File: config.mk
export PLATFORM = sky130hd
export DESIGN_NAME = alu_ex_stage_64bit
export DESIGN_NICKNAME = d
export VERILOG_FILES = /design/src/rtl/alu_pkg.sv /design/src/rtl/alu_core_64bit.sv /design/src/rtl/bitwiseor_64bit.sv /design/src/rtl/alu_ex_stage_64bit.sv
export SDC_FILE = /design/constraint.sdc
export NUM_CORES = 1
export LEC_CHECK = 0
export ABC_AREA = 1
export CAP_MARGIN = 10
export CORE_ASPECT_RATIO = 2
export CORE_MARGIN = 5
export CORE_UTILIZATION = 35
export CTS_BUF_LIST = sky130_fd_sc_hd__clkbuf_2 sky130_fd_sc_hd__clkbuf_4 sky130_fd_sc_hd__clkbuf_8
export DETAILED_ROUTE_END_ITERATION = 10
export SYNTH_ARGS = -nofsm -noshare
export SYNTH_HDL_FRONTEND = slang
export SYNTH_SLANG_ARGS = --single-unit
File: constraint.sdc
create_clock -name clk -period 7.6 [get_ports clk]
set_input_delay 1.14 -clock clk [delete_from_list [all_inputs] [get_ports clk]]
set_output_delay 1.14 -clock clk [all_outputs]
set_load 0.01 [all_outputs]
File: src/rtl/alu_pkg.sv
// Shared ALU definitions: opcode encodings and the illegal-opcode check.
package alu_pkg;

  localparam int ALU_OP_W = 4;

  localparam logic [ALU_OP_W-1:0] ALU_AND   = 4'd0;
  localparam logic [ALU_OP_W-1:0] ALU_OR    = 4'd1;
  localparam logic [ALU_OP_W-1:0] ALU_XOR   = 4'd2;
  localparam logic [ALU_OP_W-1:0] ALU_NOR   = 4'd3;
  localparam logic [ALU_OP_W-1:0] ALU_ADD   = 4'd4;
  localparam logic [ALU_OP_W-1:0] ALU_SUB   = 4'd5;
  localparam logic [ALU_OP_W-1:0] ALU_SLL   = 4'd6;
  localparam logic [ALU_OP_W-1:0] ALU_SRL   = 4'd7;
  localparam logic [ALU_OP_W-1:0] ALU_SRA   = 4'd8;
  localparam logic [ALU_OP_W-1:0] ALU_SLT   = 4'd9;
  localparam logic [ALU_OP_W-1:0] ALU_SLTU  = 4'd10;
  localparam logic [ALU_OP_W-1:0] ALU_PASSB = 4'd11;

  // Everything above PASS_B (12..15) is unassigned and flagged as illegal.
  function automatic logic alu_illegal(input logic [ALU_OP_W-1:0] op);
    return op > ALU_PASSB;
  endfunction

endpackage

File: src/rtl/alu_core_64bit.sv
// Purely combinational ALU op mux: (op, a, b) -> (result, err).
module alu_core_64bit
  import alu_pkg::*;
#(
  parameter int WIDTH = 64
) (
  input  logic [ALU_OP_W-1:0] op_i,
  input  logic [WIDTH-1:0]    a_i,
  input  logic [WIDTH-1:0]    b_i,
  output logic [WIDTH-1:0]    result_o,
  output logic                err_o
);
  localparam int SH_W = $clog2(WIDTH);

  logic [WIDTH-1:0] or_y;
  logic [SH_W-1:0]  sh;

  assign sh = b_i[SH_W-1:0];

  bitwiseor_64bit #(.WIDTH(WIDTH)) u_or (.a_i(a_i), .b_i(b_i), .y_o(or_y));

  // Op select; illegal opcodes leave the result at zero and raise err.
  always_comb begin
    result_o = '0;
    err_o    = alu_illegal(op_i);
    case (op_i)
      ALU_AND:   result_o = a_i & b_i;
      ALU_OR:    result_o = or_y;
      ALU_XOR:   result_o = a_i ^ b_i;
      ALU_NOR:   result_o = ~or_y;
      ALU_ADD:   result_o = a_i + b_i;
      ALU_SUB:   result_o = a_i - b_i;
      ALU_SLL:   result_o = a_i << sh;
      ALU_SRL:   result_o = a_i >> sh;
      ALU_SRA:   result_o = $unsigned($signed(a_i) >>> sh);
      ALU_SLT:   result_o = {{(WIDTH-1){1'b0}}, ($signed(a_i) < $signed(b_i))};
      ALU_SLTU:  result_o = {{(WIDTH-1){1'b0}}, (a_i < b_i)};
      ALU_PASSB: result_o = b_i;
      default:   result_o = '0;
    endcase
  end
endmodule

File: src/rtl/bitwiseor_64bit.sv
// Combinational bitwise OR slice, shared by the OR and NOR opcodes.
module bitwiseor_64bit #(
  parameter int WIDTH = 64
) (
  input  logic [WIDTH-1:0] a_i,
  input  logic [WIDTH-1:0] b_i,
  output logic [WIDTH-1:0] y_o
);
  assign y_o = a_i | b_i;
endmodule

File: src/rtl/alu_ex_stage_64bit.sv
// Two-stage registered EX ALU with valid/ready handshake, backpressure and flush.
// S1 holds the operands, S2 holds the ALU result; out_* come straight from S2.
module alu_ex_stage_64bit
  import alu_pkg::*;
#(
  parameter int WIDTH = 64,
  parameter int RD_W  = 5
) (
  input  logic                clk,
  input  logic                rst_n,
  input  logic                flush,
  input  logic                in_valid,
  output logic                in_ready,
  input  logic [ALU_OP_W-1:0] in_op,
  input  logic [WIDTH-1:0]    in_a,
  input  logic [WIDTH-1:0]    in_b,
  input  logic [RD_W-1:0]     in_rd,
  output logic                out_valid,
  input  logic                out_ready,
  output logic [WIDTH-1:0]    out_result,
  output logic                out_zero,
  output logic [RD_W-1:0]     out_rd,
  output logic                out_err
);
  logic                s1_valid_q, s2_valid_q;
  logic [ALU_OP_W-1:0] s1_op_q;
  logic [WIDTH-1:0]    s1_a_q, s1_b_q;
  logic [RD_W-1:0]     s1_rd_q, s2_rd_q;
  logic [WIDTH-1:0]    s2_result_q, core_result;
  logic                s2_err_q, s2_zero_q, core_err;
  logic                s1_valid_d, s2_valid_d;
  logic                adv2, in_fire;

  alu_core_64bit #(.WIDTH(WIDTH)) u_core (
    .op_i(s1_op_q), .a_i(s1_a_q), .b_i(s1_b_q),
    .result_o(core_result), .err_o(core_err)
  );

  // S2 can take S1 when it is empty or draining this cycle.
  assign adv2     = s1_valid_q & (~s2_valid_q | out_ready);
  assign in_ready = rst_n & ~flush & (~s1_valid_q | adv2);
  assign in_fire  = in_valid & in_ready;

  // Next-state valids: S1 refills on accept or holds if stuck; S2 refills or holds while stalled.
  always_comb begin
    s1_valid_d = in_fire | (s1_valid_q & ~adv2);
    s2_valid_d = adv2 | (s2_valid_q & ~out_ready);
  end

  // Stage registers; flush only clears valids, reset also clears the visible outputs.
  always_ff @(posedge clk) begin
    if (!rst_n) begin
      s1_valid_q  <= 1'b0;
      s2_valid_q  <= 1'b0;
      s2_result_q <= '0;
      s2_rd_q     <= '0;
      s2_err_q    <= 1'b0;
      s2_zero_q   <= 1'b1;
    end else if (flush) begin
      s1_valid_q <= 1'b0;
      s2_valid_q <= 1'b0;
    end else begin
      s1_valid_q <= s1_valid_d;
      s2_valid_q <= s2_valid_d;
      if (in_fire) begin
        s1_op_q <= in_op;
        s1_a_q  <= in_a;
        s1_b_q  <= in_b;
        s1_rd_q <= in_rd;
      end
      if (adv2) begin
        s2_result_q <= core_result;
        s2_err_q    <= core_err;
        s2_zero_q   <= (core_result == '0);
        s2_rd_q     <= s1_rd_q;
      end
    end
  end

  assign out_valid  = s2_valid_q;
  assign out_result = s2_result_q;
  assign out_zero   = s2_zero_q;
  assign out_rd     = s2_rd_q;
  assign out_err    = s2_err_q;
endmodule

After elaboration in Yosys (flattened, before gate mapping)
Index checks and enable logic that the tools add are counted.
{"block": "op_classes", "n_addsub": 2, "magnitude_cmp": 3, "n_eq_ne": 11, "shifts": 3, "muxes": 1, "n_bitwise": 20, "reduce_logical": 5}
{"op": "one-hot mux 64 bit (12 select lines)", "n": 1}
{"op": "< comparator 64 bit", "n": 2}
{"op": "adder 64 bit", "n": 1}
{"op": "AND 64 bit", "n": 1}
{"op": "logical NOT 64 bit", "n": 1}
{"op": "inverter 64 bit", "n": 1}
{"op": "OR 64 bit", "n": 1}
{"op": "left shift 64 x 6 -> 64 bit", "n": 1}
{"op": "right shift 64 x 6 -> 64 bit", "n": 1}
{"op": ">>> shifter 64 x 6 -> 64 bit", "n": 1}
{"op": "subtractor 64 bit", "n": 1}
{"op": "XOR 64 bit", "n": 1}
{"op": "equality test 4 x 3 -> 1 bit, second input constant", "n": 4}
{"op": "equality test 4 bit, second input constant", "n": 4}
{"op": "equality test 4 x 2 -> 1 bit, second input constant", "n": 2}
{"op": "AND 1 bit", "n": 6}
{"op": "inverter 1 bit", "n": 6}
{"op": "equality test 4 x 1 -> 1 bit, second input constant", "n": 1}
{"op": "greater-than comparator 4 bit, second input constant", "n": 1}
{"op": "logical NOT 4 bit", "n": 1}
{"op": "OR 1 bit", "n": 4}
{"op": "AND reduction 3 bit", "n": 1}
{"op": "AND reduction 2 bit", "n": 1}
{"op": "OR reduction 2 bit", "n": 1}
{"block": "word_totals", "ff_bits": 210, "in_bits": 142, "output_inout_bits": 73, "wordCells": 55}

Logic depth before layout (Yosys ltp)
{"block": "logic_depth", "word_depth": 7, "ltp_mapped": 28}

Cells and area by module
Synthesis repeated with hierarchy kept, for this count alone.
{"block": "hier_totals", "hier_cells": 5901, "hier_area_um2": 31123.6}
{"mod": "alu_core_64bit", "n_inst": 1, "cells_per_inst": 5192, "area_each_um2": 23462.5, "seq_area_each_um2": 0.0}
{"mod": "alu_ex_stage_64bit", "n_inst": 1, "cells_per_inst": 517, "area_each_um2": 6940.4, "seq_area_each_um2": 5575.3}
{"mod": "bitwiseor_64bit", "n_inst": 1, "cells_per_inst": 192, "area_each_um2": 720.7, "seq_area_each_um2": 0.0}

Least setup slack after synthesis
OpenSTA, ideal clock, no wires.
{"block": "synth_timing", "kind": "input to register", "from": "input rst_n", "to": "register s1_a_q[0] (enable)", "t_arrival_ns": 7.505, "t_required_ns": 6.965, "slack_ns": -0.540, "cell_stages": 6, "path_buffers": 2, "path_cell_list": "clkbuf_1 > inv_1 > clkbuf_1 > nor2_1 > nand2_1 > nor2_1"}
{"block": "synth_between", "elab_chain_cells": 4}
{"element": "start, declared", "line": "alu_ex_stage_64bit.sv:10", "source": "input logic rst_n,"}
{"element": "AND 1 bit (2 in a row)", "line": "alu_ex_stage_64bit.sv:41", "source": "assign in_ready = rst_n & ~flush & (~s1_valid_q | adv2);"}
{"element": "AND 1 bit", "line": "alu_ex_stage_64bit.sv:42", "source": "assign in_fire = in_valid & in_ready;"}
{"element": "AND reduction 3 bit (no line) (*)"}
{"element": "end signal, assigned", "line": "alu_ex_stage_64bit.sv:67", "source": "s1_a_q <= in_a;"}
{"element": "end, declared", "line": "alu_ex_stage_64bit.sv:27", "source": "logic [WIDTH-1:0] s1_a_q, s1_b_q;"}
Every way passes the cells marked *; elsewhere a longest branch is shown, timed or not.
A chain may end at the register's enable or synchronous reset.

Worst setup path in the final report
{"block": "layout_timing", "from": "register s1_a_q[35]", "to": "register s2_zero_q, in the netlist out_zero"}
{"block": "layout_between", "elab_chain_cells": 4, "word_cells_on_any_way": 13, "classes_between": "add/sub: 2; order compare: 2; shift: 3; mux: 1; bitwise: 4; reduce/logical: 1"}
{"element": "parallel branches: the longest is 2 deep, another holds subtractor 64 bit"}
{"element": "one-hot mux 64 bit (12 select lines) (*)", "line": "alu_core_64bit.sv:26", "source": "case (op_i)"}
{"element": "logical NOT 64 bit (*)", "line": "alu_ex_stage_64bit.sv:74", "source": "s2_zero_q <= (core_result == '0);"}
{"element": "end signal, assigned", "line": "alu_ex_stage_64bit.sv:74"}
{"element": "end, declared", "line": "alu_ex_stage_64bit.sv:30", "source": "logic s2_err_q, s2_zero_q, core_err;"}
Mark *: on every way between the ends.

==> Implementation_results.wiki <==
{| class="wikitable"
! Metric !! Value
|-
| Clock latency on the worst-skew pair || 750 ps
|-
| Number of synthesis warnings || 0
|-
| Max-Cap Viols || 0
|-
| # hold bufs at CTS || 0
|-
| Final Slew Violations || 0
|-
| Final hold viol count || 0
|-
| Core Rows || ~160
|-
| Placed wire-length estimate after detailed placement || 182000 um
|-
| Min setup slack post-route || roughly 2700 ps
|-
| Maximum clock frequency || between 200 and 250 MHz
|-
| Power per cell area || roughly 110 mW/mm2
|-
| Worst slack on hold paths || 483 ps
|-
| Leading cell type in the layout, fill and taps excluded || sky130_fd_sc_hd__nand2_1
|-
| CTS H-tree lvls || 2
|-
| Worst Path Class, Setup || register to register
|-
| Result of the run || finished clean
|-
| Number of synthesized register bits || 210
|-
| WL met3 || 14600 um
|-
| Final #Nets || 6165
|-
| Most used cells in the layout excluding fill and tap cells || 1917 x sky130_fd_sc_hd__nand2_1, 1108 x sky130_fd_sc_hd__nand3_1, 830 x sky130_fd_sc_hd__inv_1
|-
| Slowest stage cell on the critical path || sky130_fd_sc_hd__nor4_1
|-
| IR drop worst, VDD || 176 uV
|-
| Number of CTS-inserted buffers || 36
|-
| Static Leak || between 15 and 20 nW
|-
| Critical Path RT || about 8200 ps
|-
| Cells resized by post-CTS repair || 0
|-
| Switching part of the total || between 40% and 50%
|-
| Number of routed nets with antenna violations || 0
|-
| Core Footprint || 0.0892 mm2
|-
| Top post-synthesis cells by area || sky130_fd_sc_hd__nand2_1 23%, sky130_fd_sc_hd__nand3_1 18%, sky130_fd_sc_hd__edfxtp_1 13%, sky130_fd_sc_hd__inv_1 9.9%, sky130_fd_sc_hd__ha_1 7.9%
|-
| Post-Route WL || 222000 um
|-
| Via count of the routed design || between 40000 and 50000
|-
| Critical path cell sequence || inv_1, ha_1, nor2_1, nand2_1, nor2_1, nand2_1, nor4_1, nand2_1, nand2_1, nand2_1, nand3_1, nand3_1, nor2_1, nand2_1, nor2_1, nand2_1, nor2_1, nand2_1, nand2_1
|-
| First DRT Iteration DRCs || 4726
|-
| Number of distinct library cells after synthesis || between 40 and 50
|-
| Chip Width || ~220 um
|-
| Worst Max-Slew Pin Slew || ~1300 ps
|-
| Vert. Die Dim || approximately 430 um
|-
| Data arrival time of the worst path || 5510 ps
|-
| Global route overflow || 0
|-
| Setup repair after global routing missed its margin || no
|-
| Seq pwr share || 34.6%
|-
| Comb power frac || around 34%
|-
| Biggest cell delay along the critical path || approximately 780 ps
|-
| CP Launch Point || s1_a_q[35]
|-
| Largest buffer count on any clock path || 3
|-
| Pin count of the biggest net entering global routing || between 100 and 150
|-
| Clk sinks || 210
|-
| Part of the cycle the worst path needs || between 60% and 70%
|-
| Register clock-pin slew on the reported worst setup and hold paths || ~70 ps
|-
| Post-synthesis instance total || between 5000 and 6000
|-
| Setup repair bufs after CTS || 0
|-
| Non-filler instance count after layout || ~7000
|-
| Critical path launch point type || register
|-
| Initial core utilization || a little over a third
|-
| Int Pwr || 2.20 mW
|-
| Sequential element share of the synthesized area || ~18%
|-
| Routability cong. || 1.10
|-
| Highest fanout seen on the critical path || 9
|-
| FF-to-FF Start || s1_a_q[35]
|-
| Drt drc || 0
|-
| CP endpoint kind || register
|-
| Wire length of the first global-routing pass || around 300000 um
|-
| Antenna violations before repair || 10
|-
| Post-placement cell count || 6961
|-
| Dominant cell type by area after synthesis || sky130_fd_sc_hd__nand2_1
|-
| Part of the total power dissipated in the clock network || between 30% and 40%
|-
| Final routed wire length divided by cell count || ~32 um
|-
| Proportion of netlist area held by the largest area contributor || 22.9%
|-
| DR vias/cell || 5.85
|-
| Share of final-layout standard cells stronger than drive strength 1 || around 3.3%
|-
| Clock tree root buffer cell || sky130_fd_sc_hd__clkbuf_8
|-
| Pre-antenna DRT Iters || 8
|-
| Global router's overall resource usage || between 40% and 50%
|-
| Minimum setup slack after placement || approximately 3000 ps
|-
| Length of routed met2 wiring || ~100000 um
|-
| IO buf count || 214
|-
| Final number of setup-violating endpoints || 0
|-
| IO Pins || between 200 and 250
|-
| Class of the tightest hold or removal check || register to register
|-
| Setup tns final || 0 ps
|-
| Top routing layer in use || met5
|-
| Slew headroom || around a tenth
|-
| Hold Path Origin || s1_rd_q[2]
|-
| Sw Pwr || between 1.5 and 2 mW
|-
| Vias in the first global route || 39800
|-
| Most used cell, CP || sky130_fd_sc_hd__nand2_1
|-
| P&R area growth vs syn || 11.8%
|-
| Clock Skew || around 110 ps
|-
| CTS tree || done
|-
| Synthesized netlist net count || 6129
|-
| Avg Inst Size Synth || ~5.4 um2
|-
| Die Area || around 0.096 mm2
|-
| Detailed-route wire length on metal 1 || between 70000 and 80000 um
|-
| Post-synthesis cell area || between 0.03 and 0.04 mm2
|-
| Total design power || 3.77 mW
|-
| Clock period minus worst slack || 4890 ps
|}
==> routing by layer <==
layer / track usage (%) / vias to the layer above
met1: 43.1 / 19200
li1: - / 18700
met2: 74.8 / 2351
met4: 47.2 / 6
met5: 0 / -
met3: 6.71 / 889
==> final timing paths <==
path	end	depth (start not counted)	slack [ps]
worst max-delay path	out_zero	19	2710
worst min-delay path	out_rd[2]	2	480
worst max register to register	out_zero	19	2710
worst min register to register	out_rd[2]	2	480
==> critical path: cells and delay by family, from the launching register on <==
| kind | cells | cell delay [ps] |
|---|---|---|
| and+or+nand+nor | 17 | 3550 |
| DFF | 1 | 580 |
| adders and majority gates | 1 | 560 |
| buffers and inverters | 1 | 80 |
==> per-stage QoR <==
step / util (%) / instance area, um2
after floorplan: - / 31500
after global routing: 39.4 / 35200
after CTS: 39.4 / 35200
after detailed placement: 38.6 / 34400
after global placement: 38.6 / 34400
final: 39.5 / 35200
==> state kept, by name, indices dropped and copies added, names as in the netlist <==
| register | flops |
|---|---|
| s1_valid_q | 1 |
| s1_b_q | 64 |
| out_err | 1 |
| s1_op_q | 4 |
| out_valid | 1 |
| out_rd | 5 |
| s1_a_q | 64 |
| out_zero | 1 |
| out_result | 64 |
| s1_rd_q | 5 |
==> cell usage after synthesis, drive strengths merged <==
master and count:
a2111oi 1, o211ai 45, and2 9, o221ai 13
nor4 9, edfxtp 137, o21a 3, a31oi 4
o21bai 18, nand4 55, o2111ai 10, xor2 3
clkinv 2, clkbuf 90, or2 7, a21o 3
a221oi 1, nor3 49, nand2 1945, nor3b 2
a211oi 13, nand3b 8, ha 199, nor2 494
nand3 1119, inv 849, dfxtp 73, o21ai 190
a21oi 205, and3 4, buf 181, fa 2
o22ai 43
==> kinds of logic after synthesis <==
group	synth area share, %
flip-flops	17.7
adder cells (fa/ha/maj)	8.03
XOR/XNOR	0.0834
AND/OR/NAND/NOR	50.1
AO/OA/AOI/OAI	9.88
buffers and inverters	14.2
==> final cells by class <==
| class | instances | area (um2) |
|---|---|---|
| fillers | 10400 | 54000 |
| multi-input cells | 4454 | 21500 |
| flip-flops and latches | 210 | 5580 |
| inverters | 851 | 3200 |
| repair buffers | 269 | 2690 |
| well taps | 1177 | 1470 |
| clock buffers | 45 | 563 |
| clock inverters | 20 | 188 |
| diodes | 7 | 17.5 |
==> power by group through the flow <==
stage                     registers (mW)  clock network (mW)  logic, mW
after floorplan                     1.31                   0      0.651
after global routing                1.30                1.25       1.33
final                               1.30                1.19       1.27
after global placement              1.32                   0       1.22
after CTS                           1.30                1.21       1.22
after detailed placement            1.32                   0       1.22
No activity file was read; power rests on OpenSTA's default activity.
